File: src/rtl/vga_timing_pkg.sv
// 640x480@60 Hz VGA timing constants, vertical phase type and the line-to-phase decode
// shared by the vertical counter and the sync generator.
package vga_timing_pkg;

    localparam logic [9:0] H_VISIBLE    = 10'd640;
    localparam logic [9:0] H_FP         = 10'd16;
    localparam logic [9:0] H_SYNC       = 10'd96;
    localparam logic [9:0] H_BP         = 10'd48;
    localparam logic [9:0] H_TOTAL      = H_VISIBLE + H_FP + H_SYNC + H_BP;
    localparam logic [9:0] H_SYNC_START = H_VISIBLE + H_FP;
    localparam logic [9:0] H_SYNC_END   = H_SYNC_START + H_SYNC - 10'd1;

    localparam logic [9:0] V_VISIBLE    = 10'd480;
    localparam logic [9:0] V_FP         = 10'd10;
    localparam logic [9:0] V_SYNC       = 10'd2;
    localparam logic [9:0] V_BP         = 10'd33;
    localparam logic [9:0] V_TOTAL      = V_VISIBLE + V_FP + V_SYNC + V_BP;
    localparam logic [9:0] V_SYNC_START = V_VISIBLE + V_FP;
    localparam logic [9:0] V_SYNC_END   = V_SYNC_START + V_SYNC - 10'd1;
    localparam logic [9:0] V_LAST       = V_TOTAL - 10'd1;

    typedef enum logic [1:0] {
        VIS,
        VFP,
        VSYNC,
        VBP
    } v_phase_t;

    function automatic v_phase_t phase_of(input logic [9:0] line);
        if (line < V_VISIBLE)
            return VIS;
        else if (line < V_SYNC_START)
            return VFP;
        else if (line <= V_SYNC_END)
            return VSYNC;
        else
            return VBP;
    endfunction

endpackage

File: src/rtl/v_counter.sv
// Vertical line register: advances once per v_en pulse and wraps after the last line
// of the frame. The combinational next value lets the top see a new line in the v_en cycle.
module v_counter
    import vga_timing_pkg::*;
(
    input  logic       clk,
    input  logic       rst_n,
    input  logic       v_en,
    output logic [9:0] v_count,
    output logic [9:0] v_count_next
);

    logic [9:0] v_count_reg;

    assign v_count_next = (v_count_reg == V_LAST) ? 10'd0 : v_count_reg + 10'd1;
    assign v_count      = v_count_reg;

    always_ff @(posedge clk) begin
        if (!rst_n)
            v_count_reg <= 10'd0;
        else if (v_en)
            v_count_reg <= v_count_next;
    end

endmodule

File: src/rtl/vga_sync_gen.sv
// Vertical timing and registered sync/enable/pixel-coordinate generation for 640x480@60.
// Every output lags h_count by one clock and uses the effective line so boundaries align with h_count == 0.
module vga_sync_gen
    import vga_timing_pkg::*;
(
    input  logic       clk,
    input  logic       rst_n,
    input  logic [9:0] h_count,
    input  logic       v_en,
    output logic [9:0] v_count,
    output logic       hsync_n,
    output logic       vsync_n,
    output logic       video_on,
    output logic [9:0] pixel_x,
    output logic [8:0] pixel_y,
    output logic       frame_start
);

    logic [9:0] v_count_next;
    logic [9:0] v_line;
    v_phase_t   phase_reg;
    v_phase_t   line_phase;

    logic       h_legal;
    logic       hsync_n_next, vsync_n_next, video_on_next, frame_start_next;
    logic [9:0] pixel_x_next;
    logic [8:0] pixel_y_next;
    logic       hsync_n_reg, vsync_n_reg, video_on_reg, frame_start_reg;
    logic [9:0] pixel_x_reg;
    logic [8:0] pixel_y_reg;

    v_counter u_v_counter (
        .clk          (clk),
        .rst_n        (rst_n),
        .v_en         (v_en),
        .v_count      (v_count),
        .v_count_next (v_count_next)
    );

    assign v_line     = v_en ? v_count_next : v_count;
    // Phase is re-decoded from the new line on every v_en, so a stale phase cannot outlive one line.
    assign line_phase = v_en ? phase_of(v_count_next) : phase_reg;
    assign h_legal    = (h_count < H_TOTAL);

    always_comb begin
        hsync_n_next     = ~(h_legal && (h_count >= H_SYNC_START) && (h_count <= H_SYNC_END));
        vsync_n_next     = (line_phase != VSYNC);
        video_on_next    = (h_count < H_VISIBLE) && (line_phase == VIS);
        pixel_x_next     = video_on_next ? h_count : 10'd0;
        pixel_y_next     = video_on_next ? v_line[8:0] : 9'd0;
        frame_start_next = (h_count == 10'd0) && (v_line == 10'd0);
    end

    always_ff @(posedge clk) begin
        if (!rst_n) begin
            phase_reg       <= VIS;
            hsync_n_reg     <= 1'b1;
            vsync_n_reg     <= 1'b1;
            video_on_reg    <= 1'b0;
            pixel_x_reg     <= 10'd0;
            pixel_y_reg     <= 9'd0;
            frame_start_reg <= 1'b0;
        end else begin
            if (v_en)
                phase_reg <= line_phase;
            hsync_n_reg     <= hsync_n_next;
            vsync_n_reg     <= vsync_n_next;
            video_on_reg    <= video_on_next;
            pixel_x_reg     <= pixel_x_next;
            pixel_y_reg     <= pixel_y_next;
            frame_start_reg <= frame_start_next;
        end
    end

    assign hsync_n     = hsync_n_reg;
    assign vsync_n     = vsync_n_reg;
    assign video_on    = video_on_reg;
    assign pixel_x     = pixel_x_reg;
    assign pixel_y     = pixel_y_reg;
    assign frame_start = frame_start_reg;

endmodule

File: config.mk
export PLATFORM = sky130hd
export DESIGN_NAME = vga_sync_gen
export DESIGN_NICKNAME = d
export VERILOG_FILES = /design/src/rtl/vga_timing_pkg.sv /design/src/rtl/v_counter.sv /design/src/rtl/vga_sync_gen.sv
export SDC_FILE = /design/constraint.sdc
export NUM_CORES = 1
export LEC_CHECK = 0
export ABC_AREA = 0
export BUFFER_PORTS_ARGS = -buffer_cell sky130_fd_sc_hd__buf_2
export CORE_UTILIZATION = 52
export CTS_CLUSTER_SIZE = 16
export DETAILED_ROUTE_END_ITERATION = 16
export PLACE_DENSITY = 0.9
export SETUP_SLACK_MARGIN = 0.15
export SLEW_MARGIN = 25
export SYNTH_ARGS = -nofsm -noshare
export SYNTH_HDL_FRONTEND = slang
export SYNTH_SLANG_ARGS = --single-unit
File: constraint.sdc
create_clock -name clk -period 3.3 [get_ports clk]
set_clock_uncertainty 0.1 [all_clocks]
set_input_delay 0.495 -clock clk [delete_from_list [all_inputs] [get_ports clk]]
set_output_delay 0.495 -clock clk [all_outputs]
set_load 0.01 [all_outputs]
---- After elaboration in Yosys (flattened, before gate mapping) ----
Cells that the tools add are included.
word-level totals
  bits of input ports ..................... 13
  register bits ........................... 35
  logic and storage cells ................. 33
cells by class
  $lt $le $gt $ge ......................... 7
  reduce and logical (&&, ||, !) cells .... 8
  equality and inequality tests ........... 2
  mux-type cells .......................... 6
  add/subtract/negate cells ............... 1
  bitwise operators ....................... 1
operators with widths
  kind                                                        number
  logical NOT 10 bit                                          2
  < comparator 10 bit (second input constant)                 2
  < comparator 10 x 9 -> 1 bit (second input constant)        2
  two-way mux 10 bit                                          2
  adder 10 x 1 -> 10 bit (second input constant)              1
  equality test 10 bit (second input constant)                1
  greater-or-equal comparator 10 bit (second input constant)  1
  <= comparator 10 bit (second input constant)                1
  <= comparator 10 x 9 -> 1 bit (second input constant)       1
  two-way mux 2 bit                                           3
  logical AND 1 bit                                           4
  logical NOT 2 bit                                           1
  != test 2 bit (second input constant)                       1
  AND reduction 2 bit                                         1
  two-way mux 1 bit                                           1
  inverter 1 bit                                              1

---- Depth between registers and ports, before layout ----
  word-level depth ........................ 10
  depth in mapped cells ................... 9
  gate-level depth less buffers ........... 8

---- By module ----
A second synthesis with hierarchy kept.
second synthesis, totals
  cells, all modules ...................... 197
  area, all modules ....................... 1841.8 um^2
by module, submodules not included
  module        area each (um^2)  instances  cells an instance  sequential area each (um^2)
  vga_sync_gen  1094.8            1          107                500.5
  v_counter     747.0             1          90                 200.2

---- Least setup slack after synthesis ----
Ideal clock, no wire load.
  path type ............................... register to register
  from .................................... register u_v_counter.v_count_reg[0] (netlist: u_v_counter.v_count[0])
  to ...................................... register video_on_reg (netlist: video_on)
  path buffers ............................ 1
  setup slack ............................. 0.807 ns
  period minus slack after synthesis ...... 2.493 ns
  setup time .............................. 0.133 ns
  data arrival time ....................... 2.260 ns
  cell stages (with the launch flop) ...... 8
  cell sequence ........................... dfxtp_1 > ha_1 > a21bo_2 > or4b_2 > a31o_2 > a21oi_2 > buf_2 > nor2_1
between the ends
  word-level cells in the longest chain between the ends .. 9
RTL lines
  element                                                                RTL line              text
  from (decl)                                                            v_counter.sv:13       logic [9:0] v_count_reg;
  from (signal assigned)                                                 v_counter.sv:22       v_count_reg <= v_count_next;
  adder 10 x 1 -> 10 bit / equality test 10 bit (equally long branches)  v_counter.sv:15       assign v_count_next = (v_count_reg == V_LAST) ? 10'd0 : v_count_reg + 10'd1;
  two-way mux 10 bit (*)                                                 v_counter.sv:15
  <= comparator 10 x 9 -> 1 bit                                          vga_timing_pkg.sv:34  else if (line <= V_SYNC_END)
  two-way mux 1 bit                                                      vga_timing_pkg.sv:34
  two-way mux 2 bit                                                      vga_timing_pkg.sv:32  else if (line < V_SYNC_START)
  two-way mux 2 bit (*)                                                  vga_timing_pkg.sv:30  if (line < V_VISIBLE)
  two-way mux 2 bit (*)                                                  vga_sync_gen.sv:42    assign line_phase = v_en ? phase_of(v_count_next) : phase_reg;
  logical NOT 2 bit (*)                                                  vga_sync_gen.sv:48    video_on_next = (h_count < H_VISIBLE) && (line_phase == VIS);
  logical AND 1 bit (*)                                                  vga_sync_gen.sv:48
  to (signal assigned)                                                   vga_sync_gen.sv:68    video_on_reg <= video_on_next;
  to (decl)                                                              vga_sync_gen.sv:28    logic hsync_n_reg, vsync_n_reg, video_on_reg, frame_start_reg;
Mark *: on every way between the ends. The rest lies on a longest branch, timed or not.
A chain may end at the register's enable or synchronous reset.

---- Worst setup path after layout ----
  from .................................... register u_v_counter.v_count_reg[2] (netlist: u_v_counter.v_count[2])
  to ...................................... register pixel_x_reg[3] (netlist: pixel_x[3])
between the ends
  word-level cells in the longest chain between the ends .. 10
RTL lines
  element                                                                RTL line              text
  adder 10 x 1 -> 10 bit / equality test 10 bit (equally long branches)  v_counter.sv:15
  two-way mux 10 bit (*)                                                 v_counter.sv:15
  <= comparator 10 x 9 -> 1 bit                                          vga_timing_pkg.sv:34
  two-way mux 1 bit                                                      vga_timing_pkg.sv:34
  two-way mux 2 bit                                                      vga_timing_pkg.sv:32
  two-way mux 2 bit (*)                                                  vga_timing_pkg.sv:30
  two-way mux 2 bit (*)                                                  vga_sync_gen.sv:42
  logical NOT 2 bit (*)                                                  vga_sync_gen.sv:48
  logical AND 1 bit (*)                                                  vga_sync_gen.sv:48
  AND reduction 2 bit (no line) (*)                                      n/a
  to (signal assigned)                                                   vga_sync_gen.sv:69    pixel_x_reg <= pixel_x_next;
  to (decl)                                                              vga_sync_gen.sv:29    logic [9:0] pixel_x_reg;
Marks and branches as above.

==> metrics.yaml <==
power_and_ir_drop:
  p_per_area_nw_per_um2: 367
  power_frac_comb_pct: 9.9
  max-vdd-ir-drop_uv: 244
  p_leak_uw: 0.000860
  sw_frac_of_total_pct: 26.7
  p_switching_uw: 198
  p_seq_share_pct: 59.4
  internal-power_uw: 542
  clock_power_share_pct: 30.8
worst_setup_path:
  r2r_slack_ns: 0.75
  worst_r2r_endpoint: "pixel_x[3]"
  crit_chain: "nand3_1 > or4b_2 > a31o_2 > a21oi_2 > buf_4 > nor2_1"
  path_max_fanout: 20
  cp.required_ns: 3.43
  crit_family: "simple AND/OR/NAND/NOR gates"
  cp.depth: 6
  worstSetupEndpointType: "flop"
  r2r-start: "u_v_counter.v_count[2]"
  critPathLaunch: "u_v_counter.v_count[2]"
  crit_buf_inv: 1
  cp.arrival_ns: 2.68
  start_kind: "flop"
  rr_worst_depth: 6
  crit_slowest_cell: "or4b_2"
  path_class: "flop to flop"
  cpPeakStageDelay_ns: 0.70
  worstSetupEndpoint: "pixel_x[3]"
logic_synthesis:
  synth.distinct_cells: 48
  syn_area_um2: 1740
  netlist.area_leader.share_pct: 40.3
  synth_edf_count: 0
  synth_area_leaders: "dfxtp_1, nor2_1, nand2_1"
  syn-num-nets: 226
  synth_ff_type: "dfxtp_1"
  avgSynthCellArea_um2: 8.24
  synth-async-reset-ratio_pct: 0
  yosysSeqAreaShare_pct: 40.3
  synth-seq-cells: 35
  synth_top_area_cell: "dfxtp_1"
  synth_commonest_cells: "nor2_1, dfxtp_1, nand2_1"
  ys_warn_count: 0
  synth.most_common_cell: "nor2_1"
  netlist_instances: 211
clock_tree:
  cts_buffers: 5
  root_buffer: "clkbuf_4"
  cts_buffer_depth: 2
  postCtsSetupBuffers: 0
  cts.sinks: 35
  cts_resized: 0
  clk_pin_slew_worst_paths_ns: 0.11
  cts_tree: "yes"
  htree_num_levels: 2
  clock_latency_ns: 0.34
  ctsHoldBuffers: 0
floorplan:
  floorplan.rows: 20
  start_util_pct: 56.0
  fp.dieH_um: 59.8
  ios: 46
  die_x_um: 59.8
  core_um2: 3100
  die_area_um2: 3580
timing:
  setup-violations-final: 0
  slew_headroom_pct: 65.2
  tightest_slew_ns: 0.521
  finalHoldViolations: 0
  period_needed_ns: 2.55
  fmax_ghz: 0.392
  finalMaxSlewViolations: 0
  post-route-period-util_pct: 77.2
  rsz0062_at_grt: "false"
  final.setup.tns_ns: 0
min_path:
  min_path_type: "input port to flop"
  hp-start: "h_count[9]"
routing:
  viasPerCell: 5.64
  drt_iter0_drc: 124
  drt-met1-wl_mm: 1.71
  ant_nets: 0
  dr_total_vias: 1669
  wl_met3_um: 325
  wl_per_cell_um: 13.4
  routed_wl_mm: 3.95
  dr.pass1.iters: 4
  top_layer: "met4"
  route.detailed.drc: 0
  wl_met2_mm: 1.83
global_route:
  track_usage_pct: 23.9
  grt_pass1_wl_mm: 6.24
  antenna_found_initial: 0
  grt_max_degree: 21
  grt_pass1_vias: 1407
  grt_overflow_total: 0
place:
  gp_congestion: 0.896
  port_buffers: 45
  dp_hpwl_mm: 2.84
cells_and_area:
  diodes: 0
  area_delta_synth_final_pct: 16.0
  multiInputGateArea_um2: 938
  drive_above_1_share_pct: 29.4
  fin_util_pct: 65.0
  fill_cells: 284
  regArea_um2: 701
  nets: 266
status:
  status: "completed"
job:
  drv_cap: 0
how the worst min path moves through the flow:
| stage | to | slack [ns] | depth (start not counted) |
|---|---|---|---|
| 5_1_grt | hsync_n | 0.26 | 2 |
| 2_1_floorplan | phase_reg[0] | 0.38 | 1 |
| 3_3_place_gp | phase_reg[0] | 0.41 | 1 |
| 6_report | hsync_n | 0.27 | 2 |
| 3_5_place_dp | phase_reg[0] | 0.41 | 1 |
| 4_1_cts | hsync_n | 0.26 | 2 |
cells in the final DEF (no fill, tap or decap), drive strengths merged, types with 7 or more instances in the layout:
master  instances
buf            47
nor2           37
nand3           7
dfxtp          35
inv             8
nor3           15
nand2          24
o21ai           7
cell families after synthesis:
family | Yosys count | share of synthesized area, %
and+or+nand+nor | 110 | 34.7
muxes | 2 | 1.22
AOI/OAI and AO/OA | 34 | 13.6
adders and majority gates | 2 | 1.44
DFF | 35 | 40.3
xor gates and xnor gates | 6 | 3.02
buffers and inverters | 22 | 5.76
through the flow:
stage	hold WS (ns)	std cells	setup slack (ns)	instance area, um^2	power (uW)
global placement	0.408	288	0.842	1960	519
floorplan	0.385	211	0.807	1740	492
detailed placement	0.412	288	0.759	1960	521
CTS	0.261	296	0.759	2020	743
finish	0.271	296	0.751	2020	740
global route	0.262	296	0.618	2020	773
power by group through the flow:
stage	Clock (uW)	Sequential, uW	Combinational [uW]
2_1_floorplan	0	454	38.5
3_3_place_gp	0	449	70.4
3_5_place_dp	0	449	72.1
4_1_cts	231	440	72.5
5_1_grt	251	441	80.3
6_report	228	440	72.9
metal layers:
layer / GRT usage, % / vias up
li1: - / 820
met1: 29.9 / 753
met2: 36.5 / 88
met3: 6.93 / 8
met4: 13.6 / 0
met5: 0 / -
final cells by class:
type / instances / share of cell area (%)
clock buffer: 6 / 2.05
clock inverter: 2 / 0.620
inverter: 8 / 1.49
multi-input combinational: 154 / 46.5
sequential: 35 / 34.7
tap: 44 / 2.73
timing repair buffer: 47 / 11.9
No activity file was read; power rests on OpenSTA's default activity.
